$ cat src/rtl/odd_seq_checker_sat_counter.sv
// Saturating event counter with a clear that beats increment.
// Holds at all-ones once reached.
module sat_counter #(
    parameter int W = 8
) (
    input  logic         clk,
    input  logic         reset,
    input  logic         inc,
    input  logic         clr,
    output logic [W-1:0] cnt
);

    logic [W-1:0] cnt_q;
    logic [W-1:0] cnt_d;

    always_comb begin
        cnt_d = cnt_q;
        if (clr) begin
            cnt_d = '0;
        end else if (inc && (cnt_q != {W{1'b1}})) begin
            cnt_d = cnt_q + 1'b1;
        end
    end

    always_ff @(posedge clk) begin
        if (reset) begin
            cnt_q <= '0;
        end else begin
            cnt_q <= cnt_d;
        end
    end

    assign cnt = cnt_q;

endmodule

$ cat config.mk
export PLATFORM = sky130hd
export DESIGN_NAME = sat_counter
export DESIGN_NICKNAME = d
export VERILOG_FILES = /design/src/rtl/odd_seq_checker_sat_counter.sv
export SDC_FILE = /design/constraint.sdc
export NUM_CORES = 1
export LEC_CHECK = 0
export BUFFER_PORTS_ARGS = -buffer_cell sky130_fd_sc_hd__buf_2
export CAP_MARGIN = 20
export CORE_AREA = 2 2 39 41
export DETAILED_ROUTE_END_ITERATION = 16
export DIE_AREA = 0 0 41 43
export GPL_ROUTABILITY_DRIVEN = 0
export PLACE_DENSITY_LB_ADDON = 0.1
export SLEW_MARGIN = 20
export SYNTH_ARGS = -nofsm -noshare
export SYNTH_HDL_FRONTEND = slang
export SYNTH_SLANG_ARGS = --single-unit
$ cat constraint.sdc
create_clock -name clk -period 2.2 [get_ports clk]
set_input_delay 0.11 -clock clk [delete_from_list [all_inputs] [get_ports clk]]
set_output_delay 0.11 -clock clk [all_outputs]
set_load 0.1 [all_outputs]
=== After elaboration in Yosys (flattened, before gate mapping) ===
Index checks and enable logic that the tools add are counted.

* Bits in registers: 8
* Latch bits: 0
* Bits in writable memories: 0
* Memory bits (read-only): 0
* Logic and storage cells: 5
* Memories: 0

* Add/sub/neg operators: 1
* $mul: 0
* Divide/modulo/power cells: 0
* $lt $le $gt $ge: 0
* Equality and inequality tests: 1
* Shift operators: 0
* Multiplexer cells: 0
* Bitwise logic cells: 0
* Reduce and logical (&&, ||, !) cells: 2

{| class="wikitable"
|+ Operators by type and width
! operator !! number
|-
| adder 8 x 1 -> 8 bit (second input constant) || 1
|-
| != test 8 bit (second input constant) || 1
|-
| OR reduction 2 bit || 1
|-
| logical AND 1 bit || 1
|}

=== Depth between registers and ports, before layout ===
Gate-level depths: netlist (run 1).

* Word-level depth: 2
* Mapped depth: 4
* Depth with buffers taken out: 4

=== Worst setup path after synthesis (run 1) ===
Ideal clock, no wire load.

* Kind: reg2reg
* From: register cnt_q[0] (netlist: cnt[0])
* To: register cnt_q[6] (netlist: cnt[6])
* Setup time: 115 ps
* Arrival time: 2,027 ps
* Data required time: 2,085 ps
* Setup slack: 58 ps
* Stages on the path, launching flop included: 5
* Cells stage by stage: dfxtp_1 -> ha_1 -> nand3_1 -> or4_1 -> and3_1

* Longest elaborated chain between the ends: 2
* Elaborated cells on any way between the ends: 3

{| class="wikitable"
|+ RTL lines
! what !! line !! RTL
|-
| start, declared || 13 || <nowiki>logic [W-1:0] cnt_q;</nowiki>
|-
| start signal, assigned || 29 || <nowiki>cnt_q <= cnt_d;</nowiki>
|-
| branches (longest 2 deep; another with adder 8 x 1 -> 8 bit) || - ||
|}

Parallel ways; which one is timed is not known.
A chain may end at the register's enable or synchronous reset.

=== Worst setup path after layout (run 1) ===
Ends and elaborated chain as after synthesis.

==> summary.txt, run 1 <==
Outcome
  • Outcome: complete, no violations

Critical path
  • WP data required: 2.35 ns
  • R2r endpoint: cnt[6]
  • Worst Setup SP: cnt[0]
  • CP startpoint kind: flop
  • R2r startpoint: cnt[0]
  • Nature of the critical path endpoint: flop
  • CP top delay family: simple AND/OR/NAND/NOR gates
  • Length in cells of the worst reg-to-reg path: 4
  • CP max FO: 5
  • Critical-path top delay cell: or4_1
  • Worst path cell trace: ha_1, nand3_1, or4_1, and3_1
  • Critical Path Stages: 4
  • Crit path buf inv count: 0
  • Slowest stage delay, CP: 0.42 ns
  • Crit path arrival time: 1.59 ns
  • Critical path type: reg -> reg
  • Reg-to-reg slack, setup: approximately 0.76 ns

Global route
  • First-pass GRT wire length: between 1.5 and 2 mm
  • Congestion Overflow GR: 0
  • GR Util met3: 9.424%
  • GR Util met1: 18.39%
  • Antenna violations before repair: 0
  • Gr busiest metal: met1
  • Met2 usage: 16.88%
  • Overall Global Routing Usage: between 10% and 20%
  • Vias in the first global route: approximately 340
  • Largest net degree at the start of global routing: 9

Clock tree
  • Worst-skew pair later-pin latency: around 0.25 ns
  • Post-cts resize count: 0
  • CTS Buffer Depth: 2
  • Clock Sinks: 8
  • Reg clk slew, reported paths: roughly 0.060 ns
  • Root buf cell: clkbuf_4
  • Post-CTS Hold Fix Bufs: 0
  • TritonCTS buffer count: 3
  • H-tree Lvls: 1
  • Number of setup buffers added after CTS: 0
  • TritonCTS clock tree: built

Timing
  • Final hold violation count: 0
  • Final period util: 65.58%
  • Worst slew pin tran: 0.4865 ns
  • F_max: 693.2 MHz
  • RSZ-0062 raised after global routing: false
  • Final setup TNS: 0 ns
  • Final setup violation count: 0
  • Slew Limit Headroom: between 60% and 70%
  • Clock skew: 0.005284 ns
  • Final slew viol count: 0
  • Tmin final: 1.443 ns

Place
  • Post-detail-place hpwl: between 700 and 800 µm
  • Port Buffers: 11

Yosys
  • Yosys top cell area share: 36.78%
  • Largest family of logic cells by synthesized area: simple AND/OR/NAND/NOR gates
  • Top post-synthesis cells by area: dfxtp_1 (37%), mux2i_1 (9.2%), a2111oi_4 (6.3%), nand2_1 (5.2%), a21oi_1 (4.6%)
  • Mux contribution to synthesized area: 9.195%
  • Net Count, Synth: 52
  • Synth Register Bits: 8
  • Synth Area in Adders: 2.874%
  • Largest area contributor in the netlist: dfxtp_1
  • Sequential fraction of the synthesis area: 36.78%
  • Cells after synthesis: 47
  • Compound-Gate Fraction of Synth Area: 19.54%
  • Mapped Area: 435.4 µm²
  • Simple-gate area share of the yosys netlist: between 20 and 30%
  • Xor/xnor cell area share of the yosys netlist: 0%
  • Synth cell types: 21
  • Synth Warn #: 0
  • Syn Area/Cell: between 9 and 10 µm²

Finish
  • Multi-input logic area: 264.0 µm²
  • # fillers: 158
  • Nets: 67
  • Sequential Area: 160.2 µm²
  • Antenna cells: 0
  • Largest register FFs: 8
  • Commonest non-fill, non-tap cell in the layout: buf_2
  • Final Util: ~38%
  • Layout area overhead: 20.69%
  • Share of cells above drive strength 1: about a quarter
  • Most frequent cells in the layout: buf_2 (11), dfxtp_1 (8), nand2_1 (6)

Power and ir drop
  • Lkg Pwr: approximately 0.23 nW
  • PwrDens: 539.0 mW/mm²
  • Worst vdd ir: roughly 0.34 mV

Drt
  • ANT nets after route: 0
  • DR vias: 397
  • Routed WL: 973 µm
  • Wirelength per Cell: 12.80 µm
  • Drt drc: 0
  • Iteration-0 DRC Markers: 4
  • Vias per cell: 5.224
  • Initial DRT Pass Iterations: 2

Min path
  • Worst Hold Endpoint: cnt[5]
  • Worst Hold Class: in -> reg
  • Cell depth of the worst min-delay path: 2
  • Min-delay src: clr

Flow run
  • Max Cap Viol: 0

Floorplanning
  • Die Span X: 41 µm
  • IO Pins: 12
  • Die extent in y: 43 µm
  • Initial Util: a little under a third
  • DIE AREA: 0.001763 mm²
  • Rows: 14
  • Core area: about 0.0014 mm²
-- routing by layer --
layer	up-vias	part of all wire (%)
li1	208	-
met4	0	0
met3	0	5.0
met1	179	48
met2	10	46
met5	-	0
-- power breakdown --
group | total (W) | switching, W | internal [W]
Sequential | 0.000148 | 0.00000125 | 0.000146
Combinational | 0.0000255 | 0.0000189 | 0.00000661
Clock | 0.000110 | 0.0000479 | 0.0000623
-- worst register-to-register path: stages (launching register included) --
cell and delay, ns:
dfxtp_1 0.37, ha_1 0.24, nand3_1 0.12, or4_1 0.42, and3_1 0.19
-- synthesized netlist by cell type, drive strengths merged --
library cell,count
inv,1
mux2i,4
buf,1
or4,1
or3,3
o21ai,1
and3,3
a21boi,3
a2111oi,1
and4,2
a21oi,4
nand4,2
nor2,1
ha,1
dfxtp,8
nand2,6
a31oi,1
nand3,2
and3b,1
nor4,1
-- layout make-up --
| class | instances | share of cell area (%) |
|---|---|---|
| Clock buffer | 3 | 4.286 |
| Inverter | 1 | 0.7143 |
| Multi-Input combinational cell | 37 | 50.24 |
| Sequential cell | 8 | 30.48 |
| Tap cell | 16 | 3.810 |
| Timing Repair Buffer | 11 | 10.48 |
-- cells by family after synthesis --
family | count (synthesis)
adders and majority gates | 1
buffers and inverters | 2
AOI/OAI and AO/OA | 10
and+or+nand+nor | 22
muxes | 4
DFF | 8
-- worst max-delay path by stage --
stage,to,slack (ns)
after floorplan,cnt[6],0.06
after global placement,cnt[1],0.81
after detailed placement,cnt[6],0.77
after CTS,cnt[6],0.78
after global routing,cnt[6],0.67
final,cnt[6],0.76
-- through the flow --
step           instance area (µm²)  hold slack [ns]  total power (W)  setup WS, ns  cells
3_5_place_dp                 503.0           0.3778        0.0001764        0.7742     73
2_1_floorplan                435.4           0.1743        0.0001665       0.05753     47
6_report                     525.5           0.1091        0.0002832        0.7573     76
3_3_place_gp                 503.0           0.3698        0.0001761        0.8074     73
4_1_cts                      525.5          0.09965        0.0002941        0.7794     76
5_1_grt                      525.5           0.1010        0.0003074        0.6664     76
(Power assumes the default switching activity.)
==> inputs of run 2 (changes only) <==
==> constraint.sdc (replaced) <==
create_clock -name clk -period 1.5 [get_ports clk]
set_input_delay 0.075 -clock clk [delete_from_list [all_inputs] [get_ports clk]]
set_output_delay 0.075 -clock clk [all_outputs]
set_load 0.1 [all_outputs]
==> summary.txt, run 2 (synthesis results as in run 1) <==
Global route
  • Gr busiest metal: met2
  • GR Util met3: 9.424%
  • GR Util met1: 15.81%
  • Largest net degree at the start of global routing: 9
  • Met2 usage: 17.50%
  • Overall Global Routing Usage: about an eighth
  • Congestion Overflow GR: 0
  • Vias in the first global route: 346
  • Antenna violations before repair: 0
  • First-pass GRT wire length: 1.490 mm

Drt
  • Initial DRT Pass Iterations: 2
  • Wirelength per Cell: ~12 µm
  • DR vias: approximately 400
  • Vias per cell: 5.247
  • ANT nets after route: 0
  • Routed WL: 917 µm
  • Drt drc: 0
  • Iteration-0 DRC Markers: 5

Finish
  • Largest register FFs: 8
  • Share of cells above drive strength 1: between 40 and 50%
  • Most frequent cells in the layout: buf_2 (11), dfxtp_4 (7), nand2_1 (6)
  • Final Instance Area: roughly 570 µm²
  • Nets: 67
  • Layout area overhead: 31.90%
  • Commonest non-fill, non-tap cell in the layout: buf_2
  • # fillers: 147
  • Final Util: 41.50%
  • Antenna cells: 0

Clock tree
  • Clock Sinks: 8
  • Reg clk slew, reported paths: 0.06 ns
  • TritonCTS buffer count: 3
  • Post-CTS Hold Fix Bufs: 0
  • TritonCTS clock tree: built
  • H-tree Lvls: 1
  • Worst-skew pair later-pin latency: 0.26 ns
  • Number of setup buffers added after CTS: 0
  • CTS Buffer Depth: 2
  • Post-cts resize count: 0
  • Root buf cell: clkbuf_4

Critical path
  • Crit path arrival time: 1.48 ns
  • Length in cells of the worst reg-to-reg path: 4
  • WP data required: 1.68 ns
  • Slowest stage delay, CP: 0.36 ns
  • Worst path cell trace: ha_4, and3_1, a21boi_1, mux2i_1
  • Critical path type: reg -> reg
  • CP max FO: 5
  • Critical-path top delay cell: dfxtp_4
  • Nature of the critical path endpoint: flop
  • CP startpoint kind: flop

Timing
  • Final period util: 86.59%
  • Tmin final: roughly 1.3 ns
  • Clock skew: between 0.0015 and 0.002 ns
  • Final worst setup slack: a little over 0.2 ns
  • Slew Limit Headroom: 67.90%
  • Final setup TNS: 0 ns
  • Final setup violation count: 0
  • Worst slew pin tran: 0.4848 ns
  • Final slew viol count: 0
  • RSZ-0062 raised after global routing: false
  • F_max: 770.0 MHz
  • Final hold violation count: 0

Floorplanning
  • Rows: 14
  • Initial Util: between 30% and 40%
  • DIE AREA: 0.001763 mm²
  • Die Span X: 41 µm
  • Core area: 0.001384 mm²
  • Die extent in y: 43 µm
  • IO Pins: 12

Power and ir drop
  • Worst vdd ir: 0.4499 mV
  • PwrDens: approximately 740 mW/mm²
  • Lkg Pwr: 0.2309 nW

Min path
  • Worst Hold Class: in -> reg
  • Cell depth of the worst min-delay path: 2

Flow run
  • Max Cap Viol: 0

Outcome
  • Outcome: complete, no violations

Place
  • Placed cell areas: about 550 µm²
  • Post-detail-place hpwl: 715.5 µm
  • Port Buffers: 11
  • Pre-CTS WS: roughly 0.19 ns
-- run 2: cell types whose count changed in the layout (fill, tap and decap cells not counted) --
cell | previous run | this run
dfxtp_1 | 8 | 0
nand3_2 | 0 | 1
ha_4 | 0 | 1
dfxtp_2 | 0 | 1
clkbuf_1 | 0 | 1
nand3_1 | 2 | 1
dfxtp_4 | 0 | 7
ha_1 | 1 | 0
-- run 2: layout make-up --
type | instances | area, µm² | area share, %
inverters | 1 | 3.754 | 0.6536
multi-input cells | 37 | 281.5 | 49.02
well taps | 16 | 20.02 | 3.486
flip-flops and latches | 8 | 187.7 | 32.68
repair buffers | 11 | 55.05 | 9.586
clock buffers | 4 | 26.28 | 4.575
-- run 2: final timing paths --
kind                 end   start  slack [ns]
setup / recovery  cnt[1]  cnt[0]        0.20
setup reg to reg  cnt[1]  cnt[0]        0.20
hold / removal    cnt[5]     clr        0.06
hold reg to reg   cnt[0]  cnt[0]        0.50
-- run 2: metal layers --
layer	vias up	share of wire (%)
met3	2	5.1
met2	7	46
met5	-	0
met1	183	47
met4	0	0.87
li1	212	-
-- run 2: power breakdown --
group / internal (W) / total (W) / switching [W] / leakage (nW)
Clock: 0.000102 / 0.000182 / 0.0000802 / 0.0150
Sequential: 0.000203 / 0.000206 / 0.00000277 / 0.0707
Combinational: 0.0000101 / 0.0000377 / 0.0000276 / 0.145
Total: 0.000315 / 0.000426 / 0.000111 / 0.231
-- run 2: critical path: cells and delay by family, from the launching register on --
family | cells | cell delay, ns
mux | 1 | 0.22
flops | 1 | 0.36
compound gates | 1 | 0.26
simple gates | 1 | 0.21
fa+ha+maj | 1 | 0.17
-- run 2: through the flow --
step / instances / hold WS [ns] / total power, W
final: 77 / 0.06006 / 0.0004260
after global routing: 77 / 0.05015 / 0.0004572
after CTS: 77 / 0.04485 / 0.0004381
after detailed placement: 73 / 0.3240 / 0.0002487
after global placement: 73 / 0.3248 / 0.0002489
after floorplan: 47 / 0.1303 / 0.0002344
==> inputs of run 3 (changes only) <==
--- a/config.mk
+++ b/config.mk
@@ -12,6 +12,7 @@
 export DIE_AREA = 0 0 41 43
 export GPL_ROUTABILITY_DRIVEN = 0
 export PLACE_DENSITY_LB_ADDON = 0.1
+export SETUP_SLACK_MARGIN = 0.4
 export SLEW_MARGIN = 20
 export SYNTH_ARGS = -nofsm -noshare
 export SYNTH_HDL_FRONTEND = slang
==> summary.txt, run 3 (synthesis results as in run 1) <==
Min path
  • Min-delay src: clr
  • Worst Hold Class: in -> reg
  • Cell depth of the worst min-delay path: 2

Finish
  • Share of cells above drive strength 1: 59.15%
  • Final Util: 51.27%
  • Nets: 77
  • Largest register FFs: 8
  • Commonest non-fill, non-tap cell in the layout: buf_4
  • Antenna cells: 0
  • Most frequent cells in the layout: buf_4 (14), dfxtp_4 (7), nand2_1 (6)
  • Final Instance Area: 709.4 µm²
  • Layout area overhead: 62.93%

Floorplanning
  • Die extent in y: 43 µm
  • Rows: 14
  • Initial Util: between 30% and 40%
  • DIE AREA: ~0.0018 mm²
  • Core area: 0.001384 mm²
  • Die Span X: 41 µm
  • IO Pins: 12

Global route
  • Largest net degree at the start of global routing: 8
  • Overall Global Routing Usage: 14.69%
  • Congestion Overflow GR: 0
  • First-pass GRT wire length: ~1.7 mm
  • Antenna violations before repair: 0
  • Vias in the first global route: about 380

Clock tree
  • Post-CTS Hold Fix Bufs: 0
  • CTS Buffer Depth: 2
  • Clock Sinks: 8
  • TritonCTS clock tree: built
  • Worst-skew pair later-pin latency: 0.26 ns
  • Root buf cell: clkbuf_4
  • H-tree Lvls: 1
  • Reg clk slew, reported paths: 0.06 ns
  • TritonCTS buffer count: 3

Drt
  • Iteration-0 DRC Markers: 9
  • DR vias: between 400 and 500
  • Wirelength per Cell: about 13 µm
  • Routed WL: 1.097 mm
  • Initial DRT Pass Iterations: 4
  • ANT nets after route: 0
  • Vias per cell: 5.322
  • Drt drc: 0

Power and ir drop
  • Lkg Pwr: 0.2888 nW
  • Worst vdd ir: 0.3707 mV
  • PwrDens: 612.2 mW/mm²

Critical path
  • CP startpoint kind: flop
  • R2r startpoint: cnt[1]
  • WP data required: roughly 1.7 ns
  • Length in cells of the worst reg-to-reg path: 4
  • CP max FO: 4
  • Worst path cell trace: ha_4, nand3_2, or4_1, and3_1
  • Slowest stage delay, CP: 0.38 ns
  • Nature of the critical path endpoint: flop
  • Critical-path top delay cell: or4_1
  • Crit path arrival time: 1.39 ns
  • Worst Setup SP: cnt[1]
  • Critical path type: reg -> reg

Timing
  • Tmin final: 1.238 ns
  • Final slew viol count: 0
  • Slew Limit Headroom: around two thirds
  • Final worst setup slack: 0.2616 ns
  • Clock skew: roughly 0.0056 ns
  • RSZ-0062 raised after global routing: true
  • Final setup TNS: 0 ns
  • Final period util: 82.56%
  • Worst slew pin tran: 0.4818 ns
  • Final hold violation count: 0
  • F_max: around 810 MHz
  • Final setup violation count: 0

Place
  • Pre-CTS WS: 0.2125 ns
  • Placed cell areas: 548.0 µm²
  • Port Buffers: 11

Flow run
  • Max Cap Viol: 0

Outcome
  • Outcome: complete, no violations
==> run 3: cell types whose count changed in the layout (fill, tap and decap cells not counted), sizes merged <==
cell	change
buf	+9
clkbuf	+1
==> run 3: layout make-up <==
type	count	area, µm²
flip-flops and latches	8	187.7
well taps	16	20.02
repair buffers	21	155.1
fillers	139	674.4
clock buffers	4	26.28
inverters	1	3.754
multi-input cells	37	316.6
==> run 3: repair_timing <==
action | 4_1_cts | 5_1_grt
setup buffers | 7 | 3
gates resized for setup | 14 | 4
pin swaps | 8 | 4
endpoints found under the setup margin | 16 | 10
==> run 3: where the power goes <==
group | internal (W) | switching [W]
clock network | 0.000102 | 0.0000846
logic | 0.0000130 | 0.0000286
registers | 0.000203 | 0.00000264
total | 0.000318 | 0.000116
==> run 3: path summary, 6_finish.rpt <==
check | to | slack [ns]
setup / recovery | cnt[6] | 0.26
hold / removal | cnt[5] | 0.07
setup reg to reg | cnt[6] | 0.26
hold reg to reg | cnt[1] | 0.51
==> run 3: through the flow <==
step | cells | hold WS [ns] | power, W
2_1_floorplan | 47 | 0.1303 | 0.0002344
3_3_place_gp | 73 | 0.3284 | 0.0002489
3_5_place_dp | 73 | 0.3323 | 0.0002492
4_1_cts | 84 | 0.04644 | 0.0004448
5_1_grt | 87 | 0.06076 | 0.0004566
6_report | 87 | 0.06520 | 0.0004343
==> run 3: worst max-delay path: cells and delay by family, from the launching register on <==
kind                       cells  cell delay (ns)
and+or+nand+nor                3             0.62
adders and majority gates      1             0.14
DFF                            1             0.37
==> run 3: metal layers <==
| layer | up-vias | routed length (µm) | global-route usage (%) |
|---|---|---|---|
| li1 | 229 | - | - |
| met4 | 0 | 10 | 10.00 |
| met5 | - | 0 | 0 |
| met3 | 2 | 50 | 3.141 |
| met1 | 222 | 485 | 19.42 |
| met2 | 10 | 550 | 20.31 |
